===== config.mk =====
export PLATFORM = sky130hd
export DESIGN_NAME = nibble_serial_adder
export DESIGN_NICKNAME = d
export VERILOG_FILES = /design/src/rtl/nibble_serial_adder.sv
export SDC_FILE = /design/constraint.sdc
export NUM_CORES = 1
export LEC_CHECK = 0
export ABC_CLOCK_PERIOD_IN_PS = 9650
export BUFFER_PORTS_ARGS = -buffer_cell sky130_fd_sc_hd__buf_4
export CORE_MARGIN = 2
export CORE_UTILIZATION = 50
export CTS_CLUSTER_DIAMETER = 30
export DETAILED_ROUTE_END_ITERATION = 12
export PLACE_DENSITY = 0.87
export SLEW_MARGIN = 25
export SYNTH_ARGS = -nofsm -noshare
export SYNTH_HDL_FRONTEND = slang
export SYNTH_HIERARCHICAL = 1
export SYNTH_SLANG_ARGS = --single-unit

===== constraint.sdc =====
create_clock -name clk -period 9.65 [get_ports clk]
set_clock_uncertainty 0.05 [all_clocks]
set_input_delay 2.895 -clock clk [delete_from_list [all_inputs] [get_ports clk]]
set_output_delay 2.895 -clock clk [all_outputs]
set_load 0.02 [all_outputs]

===== src/rtl/nibble_serial_adder.sv =====
`default_nettype none
// ============================================================================
// Module   : nibble_serial_adder (+ ripple_carry 4-bit adder)
// Purpose  : Wide add done one nibble per cycle through a single 4-bit adder.
// Revision : 1.0
// ============================================================================

module ripple_carry (
    input  logic [3:0] a,
    input  logic [3:0] b,
    input  logic       cin,
    output logic [3:0] sum,
    output logic       cout
);
    logic [4:0] w_c;

    assign w_c[0] = cin;

    for (genvar i = 0; i < 4; i++) begin : g_bit
        assign sum[i]   = a[i] ^ b[i] ^ w_c[i];
        assign w_c[i+1] = (a[i] & b[i]) | (w_c[i] & (a[i] ^ b[i]));
    end

    assign cout = w_c[4];
endmodule

module nibble_serial_adder #(
    parameter int N_NIBBLES = 4
) (
    input  logic                   clk,
    input  logic                   rst,
    input  logic                   in_valid,
    output logic                   in_ready,
    input  logic [4*N_NIBBLES-1:0] a,
    input  logic [4*N_NIBBLES-1:0] b,
    input  logic                   cin,
    output logic                   out_valid,
    input  logic                   out_ready,
    output logic [4*N_NIBBLES-1:0] sum,
    output logic                   cout,
    output logic                   busy
);
    localparam int W     = 4 * N_NIBBLES;
    localparam int IDX_W = (N_NIBBLES > 1) ? $clog2(N_NIBBLES) : 1;

    localparam logic [1:0] S_IDLE = 2'd0;
    localparam logic [1:0] S_ADD  = 2'd1;
    localparam logic [1:0] S_DONE = 2'd2;

    localparam logic [IDX_W-1:0] c_LAST = IDX_W'(N_NIBBLES - 1);

    logic [1:0]       r_state;
    logic [IDX_W-1:0] r_idx;
    logic [W-1:0]     r_a;
    logic [W-1:0]     r_b;
    logic [W-1:0]     r_sum;
    logic             r_carry;
    logic             r_cout;

    logic [3:0]       w_a_nib;
    logic [3:0]       w_b_nib;
    logic [3:0]       w_nib_sum;
    logic             w_nib_cout;

    // Nibble select feeds the adder directly; no pipeline stage in between.
    always_comb begin
        w_a_nib = '0;
        w_b_nib = '0;
        for (int i = 0; i < N_NIBBLES; i++) begin
            if (r_idx == IDX_W'(i)) begin
                w_a_nib = r_a[4*i +: 4];
                w_b_nib = r_b[4*i +: 4];
            end
        end
    end

    ripple_carry u_adder (
        .a    (w_a_nib),
        .b    (w_b_nib),
        .cin  (r_carry),
        .sum  (w_nib_sum),
        .cout (w_nib_cout)
    );

    always_ff @(posedge clk) begin
        if (rst) begin
            r_state <= S_IDLE;
            r_idx   <= '0;
            r_a     <= '0;
            r_b     <= '0;
            r_sum   <= '0;
            r_carry <= 1'b0;
            r_cout  <= 1'b0;
        end else begin
            case (r_state)
                S_IDLE: begin
                    if (in_valid) begin
                        r_a     <= a;
                        r_b     <= b;
                        r_carry <= cin;
                        r_idx   <= '0;
                        r_sum   <= '0;
                        r_state <= S_ADD;
                    end
                end
                S_ADD: begin
                    for (int i = 0; i < N_NIBBLES; i++) begin
                        if (r_idx == IDX_W'(i)) begin
                            r_sum[4*i +: 4] <= w_nib_sum;
                        end
                    end
                    r_carry <= w_nib_cout;
                    if (r_idx == c_LAST) begin
                        r_cout  <= w_nib_cout;
                        r_idx   <= '0;
                        r_state <= S_DONE;
                    end else begin
                        r_idx <= r_idx + IDX_W'(1);
                    end
                end
                S_DONE: begin
                    if (out_ready) begin
                        r_state <= S_IDLE;
                    end
                end
                default: r_state <= S_IDLE;
            endcase
        end
    end

    // in_ready drops with rst itself so nothing is accepted during reset.
    assign in_ready  = (r_state == S_IDLE) && !rst;
    assign out_valid = (r_state == S_DONE);
    assign busy      = (r_state != S_IDLE);
    assign sum       = r_sum;
    assign cout      = r_cout;
endmodule

`default_nettype wire


==> results of run 1 <==
report_power, final:
part	internal, mW	leakage [nW]	total, mW	switching [mW]
sequential	0.233	0.441	0.242	0.00842
clock	0.0778	0.0585	0.153	0.0754
combinational	0.0299	0.692	0.0707	0.0409
total	0.341	1.19	0.466	0.125
final cells by class:
class / count / area share (%)
multi-input cells: 222 / 40.62
flip-flops and latches: 54 / 36.44
repair buffers: 57 / 14.42
well taps: 67 / 2.826
clock buffers: 5 / 2.320
inverters: 15 / 1.898
clock inverters: 3 / 1.476
synth_stat cells:
| cell | instances |
|---|---|
| buf_2 | 8 |
| clkbuf_1 | 10 |
| inv_1 | 15 |
| nor2_1 | 4 |
| buf_1 | 1 |
| a22oi_1 | 1 |
| nor3b_2 | 1 |
| nor2b_1 | 18 |
| ha_1 | 4 |
| a31oi_1 | 7 |
| or3b_1 | 1 |
| mux2i_1 | 1 |
| clkbuf_2 | 1 |
| nand2_1 | 88 |
| nand2b_1 | 2 |
| o31ai_1 | 8 |
| nand3b_1 | 2 |
| fa_1 | 4 |
| o22ai_1 | 1 |
| a21oi_1 | 44 |
| o21ai_0 | 9 |
| nand3_1 | 16 |
| buf_6 | 4 |
| dfxtp_1 | 54 |
| nor3_1 | 1 |
| o21bai_2 | 1 |
| a221oi_1 | 9 |
stage by stage:
stage                     power, mW  worst slack, ps
after floorplan              0.2952             3103
after global placement       0.3154             3087
after detailed placement     0.3176             3081
after CTS                    0.4683             3078
after global routing         0.4853             3030
final                        0.4657             3082
sequential cells by signal, summed over array words and instances, names as in the netlist:
register  cells
r_b          16
sum          16
cout          1
r_state       2
r_carry       1
r_idx         2
r_a          16
final timing paths:
check             startpoint  endpoint  slack [ps]  cells after the start
setup / recovery         rst  in_ready        3080                      3
hold / removal        r_b[8]    r_b[8]         410                      2
setup reg to reg    r_idx[1]    sum[3]        5470                     16
hold reg to reg       r_b[8]    r_b[8]         410                      2
worst max-delay path, delay by kind of cell:
family                 cells  cell delay [ps]
buffers and inverters      2              620
and+or+nand+nor            1              110
cells by family after synthesis:
family	after synthesis	share of synthesized area, %
multiplexers	1	0.4047
AND/OR/NAND/NOR	133	23.92
adder cells (fa/ha/maj)	8	5.261
buffers and inverters	39	7.587
AO/OA/AOI/OAI	80	19.12
flip-flops	54	43.70
layer usage:
metal	global-route usage (%)	part of all wire, %	vias up
met3	3.388	4.4	14
li1	-	-	1126
met4	11.31	3.0	0
met1	24.43	42	1027
met5	0	0	-
met2	36.41	51	50
==> reports/results.env, run 1 <==
PLACED_CELLS=415
NETLIST.AREA_LEADER.SHARE_PCT=43.70
STATUS='finished clean'
CLOCK_LATENCY_PS=320
FINAL.HOLD.WORST_SLACK_PS=409.6
YS_SEQ_AREA_SHARE_PCT=43.70
GRT_USE_TOTAL_PCT=20.85
MAX_FREQ_GHz=0.1523
DRC_ERRORS=0
TIGHTESTPINTRANSITION_PS=823.8
FINAL_SLEW_VIOLATIONS=0
SYNTH.TOP_CELLS.BY_AREA='dfxtp_1 (44%), nand2_1 (13%), a21oi_1 (8.9%)'
WORSTHOLDPATHTYPE='reg -> reg'
CRIT_REQUIRED_PS=6710
CLOCK_TREE.BUFFER_DEPTH=2
AREA_GROWTH_PCT=19.93
FINAL-SETUP-VIOL-COUNT=0
CTS_TREE='done'
MAX-VDD-IR-DROP_V=0.00008016
FLOORPLAN.DIE_AREA_UM2=5526
SYNTH_NETS=360
CRITICAL_PATH.ENDPOINT_TYPE='output pin'
SYNTH_AREA_LEADER_CELL='dfxtp_1'
VIAS_PER_CELL=5.241
PATH_CLASS='in -> out'
CTSROOTBUFFERMASTER='clkbuf_8'
SYN_AREA_PER_CELL_UM2=7.853
FINAL_CELL_AREA_UM2=2967
CRIT_TOP_CELL='buf_4'
INITIALDRTVIOLATIONCOUNT=156
NUMCTSBUFFERS=5
GLOBALROUTEOVERFLOWTOTAL=0
NUMBER_OF_CLOCK_SINKS=54
SYNTH.FF_LATCH_COUNT=54
CRITICAL_PATH_ARRIVAL_PS=3620
POWER.LEAKAGE_nW=1.192
CAP_VIOLATIONS=0
POST_ROUTE_CELLS_DRIVE_ABOVE_1_SHARE_PCT=19.10
DRTANTENNAVIOLNETS=0
DR.PASS1.ITERS=4
POST-DP-HPWL_UM=3635
LAUNCHING_ELEMENT_TYPE_OF_THE_CRITICAL_PATH='input port'
GP_ROUTABILITY_CONGESTION=0.8036
CRIT_PATH_MAX_INCR_DELAY_PS=440
ROUTED_WIRELENGTH_UM=5286
MOST-COMMON-LAYOUT-CELLS='nand2_1 (88), buf_4 (57), dfxtp_1 (54)'
POWER.DENSITY_nW_PER_UM2=157.0
FIRST_PASS_GRT_WIRE_LENGTH_UM=8811
POST-CTS-SETUP-BUFFERS=0
MOST_FREQUENT_STANDARD_CELL_IN_THE_LAYOUT_EXCLUDING_FILL_AND_TAP_CELLS='nand2_1'
LAYOUT.CELLS.NON_FILLER=423
ANTENNA_CELLS=0
WIDTH_OF_THE_CHIP_UM=74.34
NUMBER_OF_NETS_IN_THE_FINAL_LAYOUT=400
CTSHOLDBUFFERS=0
GRT_SETUP_UNREPAIRED='no'
VIA_COUNT=2217
DIE_H_UM=74.34
YOSYS_WARNINGS=6
AREA_OF_THE_MULTI_INPUT_GATES_UM2=1205
FF_LATCH_AREA_UM2=1081
SYNTHDISTINCTLIBCELLS=27
NUMBER_OF_CELLS_PRODUCED_BY_SYNTHESIS=315
SETUP-TNS-FINAL_PS=0
MAXIMUM_NUMBER_OF_PINS_ON_ONE_NET_BEFORE_GLOBAL_ROUTE_REPAIR=56
CP_MAX_FO=55
FINAL.PERIOD_UTILIZATION_PCT=68.06
NUM-FILL-CELLS=466
ROUTE.DETAILED.WL_PER_INST_UM=12.50
IOPINCOUNT=57
SLEW_HEADROOM_PCT=45.00
TIMING.CRITICAL_PATH.SLOWEST_STAGE_CELL='buf_4'
NUMBER_OF_BUFFER_CELLS_ADDED_ON_PRIMARY_PORTS=56
CTS.REPAIR.RESIZED=0
CTS_MAX_LEVEL=2
GRT_PASS1_VIAS=2068
FINALCOREUTILIZATION_PCT=62.39
FINALHOLDVIOLCOUNT=0
CRIT_PATH_CELL_TRACE='buf_4 -> nor2_1 -> buf_4'
ANTENNA_FOUND_INITIAL=0
STARTING_DENSITY_PCT=52.03
PLACE_AREA_UM2=2854
FP.COREAREA_UM2=4755
PLACEMENTROWS=25
FINAL_PERIOD_MINUS_WORST_SETUP_SLACK_PS=6568
SYN-CELL-AREA_UM2=2474
CLK_PIN_SLEW_PS=90
Power figures use the tool's default switching activity.
==> inputs of run 2 (changes only) <==
ABC_CLOCK_PERIOD_IN_PS = 5400   (was 9650)
CORE_UTILIZATION = 48   (was 50)
clock period = 5.4 ns   (was 9.65 ns; I/O delays follow)
==> reports/results.env, run 2 (synthesis gave the netlist of run 1 again) <==
STATUS='finished clean'
PLACE_AREA_UM2=2858  # +0.13%
FIRST_PASS_GRT_WIRE_LENGTH_UM=8445  # -4.2%
DRC_ERRORS=0  # unchanged
GLOBALROUTEOVERFLOWTOTAL=0  # unchanged
NUMBER_OF_CLOCK_SINKS=54  # unchanged
LAUNCHING_ELEMENT_TYPE_OF_THE_CRITICAL_PATH='input port'
DR.PASS1.ITERS=4  # unchanged
INITIALDRTVIOLATIONCOUNT=121  # -22%
PLACEMENTROWS=26  # +4.0%
VIA_COUNT=2166  # -2.3%
FP.COREAREA_UM2=5042  # +6.1%
CLOCK_LATENCY_PS=300  # -20 ps
NUMCTSBUFFERS=5  # unchanged
CATEGORY_OF_CELLS_ACCOUNTING_FOR_THE_LARGEST_SHARE_OF_CRITICAL_PATH_DELAY='buffers and inverters'
TIGHTESTPINTRANSITION_PS=835.0  # +11.18 ps
CRIT_PATH_MAX_INCR_DELAY_PS=430  # about the same
FINAL.HOLD.WORST_SLACK_PS=407.7  # -1.897 ps
FINAL_SLEW_VIOLATIONS=0  # unchanged
GP_ROUTABILITY_CONGESTION=0.7995  # -0.51%
NUMBER_OF_NETS_IN_THE_FINAL_LAYOUT=400  # unchanged
MAX-VDD-IR-DROP_V=0.0001689  # +110%
CAP_VIOLATIONS=0  # unchanged
LAYOUT.CELLS.NON_FILLER=425  # +0.47%
NUMBER_OF_BUFFER_CELLS_ADDED_ON_PRIMARY_PORTS=56  # unchanged
CTSROOTBUFFERMASTER='clkbuf_8'
CLK_PIN_SLEW_PS=90  # about the same
POWER.DENSITY_nW_PER_UM2=262.5  # +67%
CRIT_PATH_CELL_TRACE='buf_4 -> nor2_1 -> buf_4'
MOST-COMMON-LAYOUT-CELLS='nand2_1 (88), buf_4 (57), dfxtp_1 (54)'
ROUTED_WIRELENGTH_UM=5076  # -4.0%
PATH_CLASS='in -> out'
POST-CTS-SETUP-BUFFERS=0  # unchanged
PLACED_CELLS=418  # +0.72%
POST_ROUTE_CELLS_DRIVE_ABOVE_1_SHARE_PCT=18.59  # -0.51 points
GRT_PASS1_VIAS=1962  # -5.1%
CRIT_REQUIRED_PS=3730  # -2980 ps
DRTANTENNAVIOLNETS=0  # unchanged
FINAL_CELL_AREA_UM2=2938  # -0.97%
POWER.LEAKAGE_nW=1.171  # -1.8%
CLOCK_TREE.BUFFER_DEPTH=2  # unchanged
CRIT_TOP_CELL='buf_4'
CRITICAL_PATH_ARRIVAL_PS=2340  # -1280 ps
MAX_FREQ_GHz=0.2492
CTS_MAX_LEVEL=2  # unchanged
CRITICAL_PATH.ENDPOINT_TYPE='output pin'
POST-DP-HPWL_UM=3673  # +1.1%
MAXIMUM_NUMBER_OF_PINS_ON_ONE_NET_BEFORE_GLOBAL_ROUTE_REPAIR=56  # unchanged
CP_MAX_FO=55  # unchanged
AREA_GROWTH_PCT=18.77
GRT_SETUP_UNREPAIRED='no'
FINALHOLDVIOLCOUNT=0  # unchanged
FINAL_PERIOD_MINUS_WORST_SETUP_SLACK_PS=4013
FLOORPLAN.DIE_AREA_UM2=5743  # +3.9%
GRT_USE_TOTAL_PCT=18.89  # -2.0 points
WIDTH_OF_THE_CHIP_UM=75.79  # +2.0%
SLEW_HEADROOM_PCT=44.26  # -0.75 points
POST-PLACE-WS_PS=1383  # -1698 ps
ANTENNA_FOUND_INITIAL=0  # unchanged
CTS.REPAIR.RESIZED=0  # unchanged
SETUP-TNS-FINAL_PS=0  # unchanged
STARTING_DENSITY_PCT=49.06  # -3.0 points
ROUTE.DETAILED.WL_PER_INST_UM=11.94  # -4.4%
IOPINCOUNT=57  # unchanged
ANTENNA_CELLS=0  # unchanged
WORSTHOLDPATHTYPE='reg -> reg'
MOST_FREQUENT_STANDARD_CELL_IN_THE_LAYOUT_EXCLUDING_FILL_AND_TAP_CELLS='nand2_1'
DIE_H_UM=75.79  # +2.0%
FINAL-SETUP-VIOL-COUNT=0  # unchanged
CTS_TREE='done'
CTSHOLDBUFFERS=0  # unchanged
CRITPATHBUFINV=2  # unchanged
VIAS_PER_CELL=5.096  # -2.8%
TIMING.CRITICAL_PATH.SLOWEST_STAGE_CELL='buf_4'
WORST_SLACK_PS=1387  # -1695 ps
FINAL.PERIOD_UTILIZATION_PCT=74.31
==> run 2: changes by cell type in the layout (fill, tap and decap cells not counted) <==
cell        previous run  this run
bufinv_16              1         0
clkbuf_1               0         1
clkinv_2               1         0
clkinvlp_4             0         1
inv_6                  1         0
==> run 2: layout make-up <==
cell class                 instances  area [µm²]
fill                             474        2105
clock inverter                     1       7.507
sequential                        54        1081
tap                               70       87.58
inverter                          15       56.30
timing repair buffer              57       427.9
clock buffer                       6       72.57
multi-input combinational        222        1205
==> run 2: where the power goes <==
part,switching (mW),internal (mW)
clock,0.125,0.0892
combinational,0.0712,0.0535
sequential,0.0153,0.417
==> run 2: per-layer routing <==
layer | vias up | GRT usage, % | wire [µm]
met4 | 0 | 4.678 | 51
met1 | 977 | 23.19 | 2188
li1 | 1126 | - | -
met5 | - | 0 | 0
met3 | 5 | 3.571 | 265
met2 | 58 | 33.91 | 2572
==> run 2: stage by stage <==
step / power (mW) / utilization, %
after floorplan: 0.5276 / -
after global placement: 0.5632 / 56.67
after detailed placement: 0.5674 / 56.67
after CTS: 0.7767 / 58.26
after global routing: 0.8096 / 58.26
final: 0.7713 / 58.26
==> run 2: tightest hold or removal path: stages, from the launching register on <==
cell	delay [ps]
dfxtp_1	320
nand2_1	50
a21oi_1	50
==> run 2: final timing paths <==
kind	from	end	slack [ps]	cells past startpoint
hold reg to reg	r_a[15]	r_a[15]	410	2
setup / recovery	rst	in_ready	1390	3
hold / removal	r_a[15]	r_a[15]	410	2
setup reg to reg	r_idx[1]	sum[7]	1390	16
==> inputs of run 3 (changes only) <==
ABC_CLOCK_PERIOD_IN_PS = 3400   (was 5400)
clock period = 3.4 ns   (was 5.4 ns; I/O delays follow)
==> reports/results.env, run 3 (synthesis gave the netlist of run 1 again) <==
STATUS='finished clean'
CTSHOLDBUFFERS=0  # unchanged
PLACE_AREA_UM2=2913  # +1.9%
PLACED_CELLS=425  # +1.7%
PWR-SHARE-SEQ_PCT=55.0  # -1.1 points
WORSTHOLDPATHTYPE='reg -> reg'
PWR-SHARE-COMB_PCT=18.3  # +2.1 points
CTS_TREE='done'
SLEW_HEADROOM_PCT=29.53  # -15 points
GP_ROUTABILITY_CONGESTION=0.8234  # +3.0%
CRIT_REQUIRED_PS=3570  # -160 ps
NUMBER_OF_BUFFER_CELLS_ADDED_ON_PRIMARY_PORTS=56  # unchanged
CLOCK_LATENCY_PS=300  # about the same
MAX-VDD-IR-DROP_V=0.0002979  # +76%
POST_ROUTE_CELLS_DRIVE_ABOVE_1_SHARE_PCT=23.14  # +4.5 points
GRT_PASS1_VIAS=1997  # +1.8%
DIE_H_UM=75.79  # unchanged
CRIT_PATH_END='sum[15]'
TIMING.CRITICAL_PATH.FROM='r_idx[0]'
DRTANTENNAVIOLNETS=0  # unchanged
GLOBALROUTEOVERFLOWTOTAL=0  # unchanged
DRC_ERRORS=0  # unchanged
FINAL_SLEW_VIOLATIONS=0  # unchanged
MOST-COMMON-LAYOUT-CELLS='nand2_1 (88), buf_4 (65), dfxtp_1 (52)'
FINAL_PERIOD_MINUS_WORST_SETUP_SLACK_PS=3239
MOST_FREQUENT_STANDARD_CELL_IN_THE_LAYOUT_EXCLUDING_FILL_AND_TAP_CELLS='nand2_1'
NETSWITCHINGPOWER_mW=0.3378  # +60%
CAP_VIOLATIONS=0  # unchanged
CRITICAL_PATH_ARRIVAL_PS=3410  # +1070 ps
VIAS_PER_CELL=5.224  # +2.5%
FINAL-SETUP-VIOL-COUNT=0  # unchanged
FIRST_PASS_GRT_WIRE_LENGTH_UM=8776  # +3.9%
CTSROOTBUFFERMASTER='clkbuf_8'
PATH_CLASS='reg -> reg'
WORST_REG_TO_REG_CELLS=16  # unchanged
FINAL.PERIOD_UTILIZATION_PCT=95.26
MAX_FREQ_GHz=0.3087
SETUP-TNS-FINAL_PS=0  # unchanged
LAUNCHING_ELEMENT_TYPE_OF_THE_CRITICAL_PATH='flip-flop'
MAXIMUM_NUMBER_OF_PINS_ON_ONE_NET_BEFORE_GLOBAL_ROUTE_REPAIR=55  # -1.8%
ROUTE.DETAILED.WL_PER_INST_UM=13.13  # +9.9%
ROUTED_WIRELENGTH_UM=5684  # +12%
VIA_COUNT=2262  # +4.4%
LAYOUT.CELLS.NON_FILLER=433  # +1.9%
WORST_R2R_DST='sum[15]'
PLACEMENTROWS=26  # unchanged
CTS_MAX_LEVEL=2  # unchanged
NETSWITCHINGFRACTION_PCT=27.22  # -0.20 points
CP_MAX_FO=5  # -91%
ANTENNA_CELLS=0  # unchanged
ANTENNA_FOUND_INITIAL=0  # unchanged
WORSTREG2REGSTART='r_idx[0]'
STARTING_DENSITY_PCT=49.06  # unchanged
NUMBER_OF_NETS_IN_THE_FINAL_LAYOUT=408  # +2.0%
POWER.DENSITY_nW_PER_UM2=407.1  # +55%
IOPINCOUNT=57  # unchanged
CRITICAL_PATH.ENDPOINT_TYPE='flip-flop'
TIGHTESTPINTRANSITION_PS=1057  # +222.0 ps
FINALCOREUTILIZATION_PCT=60.45  # +2.2 points
WIDTH_OF_THE_CHIP_UM=75.79  # unchanged
NUMBER_OF_CLOCK_SINKS=54  # unchanged
GRT_USE_TOTAL_PCT=19.81  # +0.92 points
AREA_OF_THE_MULTI_INPUT_GATES_UM2=1250  # +3.7%
CLOCK_TREE.BUFFER_DEPTH=2  # unchanged
CLOCK_POWER_SHARE_PCT=26.7  # -1.1 points
INITIALDRTVIOLATIONCOUNT=116  # -4.1%
NUM-FILL-CELLS=437  # -7.8%
CELL_INTERNAL_PWR_mW=0.9030  # +61%
FINAL_CELL_AREA_UM2=3048  # +3.7%
FINALHOLDVIOLCOUNT=0  # unchanged
FLOORPLAN.DIE_AREA_UM2=5743  # unchanged
AREA_GROWTH_PCT=23.22
FINAL.HOLD.WORST_SLACK_PS=409.4  # +1.651 ps
NUMCTSBUFFERS=5  # unchanged
FF_LATCH_AREA_UM2=1086  # +0.46%
POST-DP-HPWL_UM=4054  # +10%
RRSETUPSLACK_PS=160  # -1230 ps
POWER.LEAKAGE_nW=1.233  # +5.3%
CLK_PIN_SLEW_PS=90  # about the same
DR.PASS1.ITERS=4  # unchanged
FP.COREAREA_UM2=5042  # unchanged
run 3: timing repair:
item | 4_1_cts | 5_1_grt
pin swaps | 1 | 4
endpoints found under the setup margin | 4 | 4
gates resized for setup | 4 | 9
buffers inserted | 0 | 1
run 3: worst min-delay path by stage:
stage / start / end / slack [ps] / cells past startpoint
after global placement: r_a[2] / r_a[2] / 390 / 2
final: r_a[2] / r_a[2] / 410 / 2
after CTS: r_a[2] / r_a[2] / 410 / 2
after detailed placement: r_a[2] / r_a[2] / 400 / 2
after global routing: r_a[3] / r_a[3] / 430 / 2
after floorplan: r_a[0] / r_a[0] / 390 / 2
run 3: critical path, stage by stage (launching register included):
cell	delay, ps
dfxtp_4	370
inv_1	70
ha_2	200
nor2b_4	140
a221oi_2	290
o31ai_2	110
fa_2	350
inv_1	70
fa_1	150
inv_1	50
fa_1	350
inv_1	70
fa_1	410
inv_1	70
nor2b_4	160
nand3_1	90
a31oi_1	180
run 3: power by group through the flow:
stage	logic, mW	clock network, mW	registers [mW]
finish	0.227	0.331	0.683
global route	0.251	0.364	0.686
CTS	0.218	0.341	0.683
detailed placement	0.215	0	0.697
global placement	0.209	0	0.696
floorplan	0.144	0	0.694
run 3: per-layer routing:
metal / share of wire (%) / routed length [µm] / up-vias / GRT usage, %
met1: 42 / 2411 / 1025 / 24.94
li1: - / - / 1145 / -
met4: 2.6 / 148 / 0 / 7.992
met3: 5.0 / 286 / 13 / 3.571
met2: 50 / 2838 / 79 / 33.43
met5: 0 / 0 / - / 0
run 3: area by class of cell:
type,count,area share [%]
multi-input cells,222,41.01
flip-flops and latches,54,35.63
clock inverters,1,0.2463
repair buffers,65,16.01
clock buffers,6,2.381
inverters,15,1.847
well taps,70,2.874
run 3: per-stage QoR:
step / power [mW] / setup slack [ps]
floorplan: 0.8386 / 27.53
global placement: 0.9051 / 103.1
detailed placement: 0.9123 / -67.29
CTS: 1.242 / 21.37
global route: 1.300 / -18.29
finish: 1.241 / 161.0
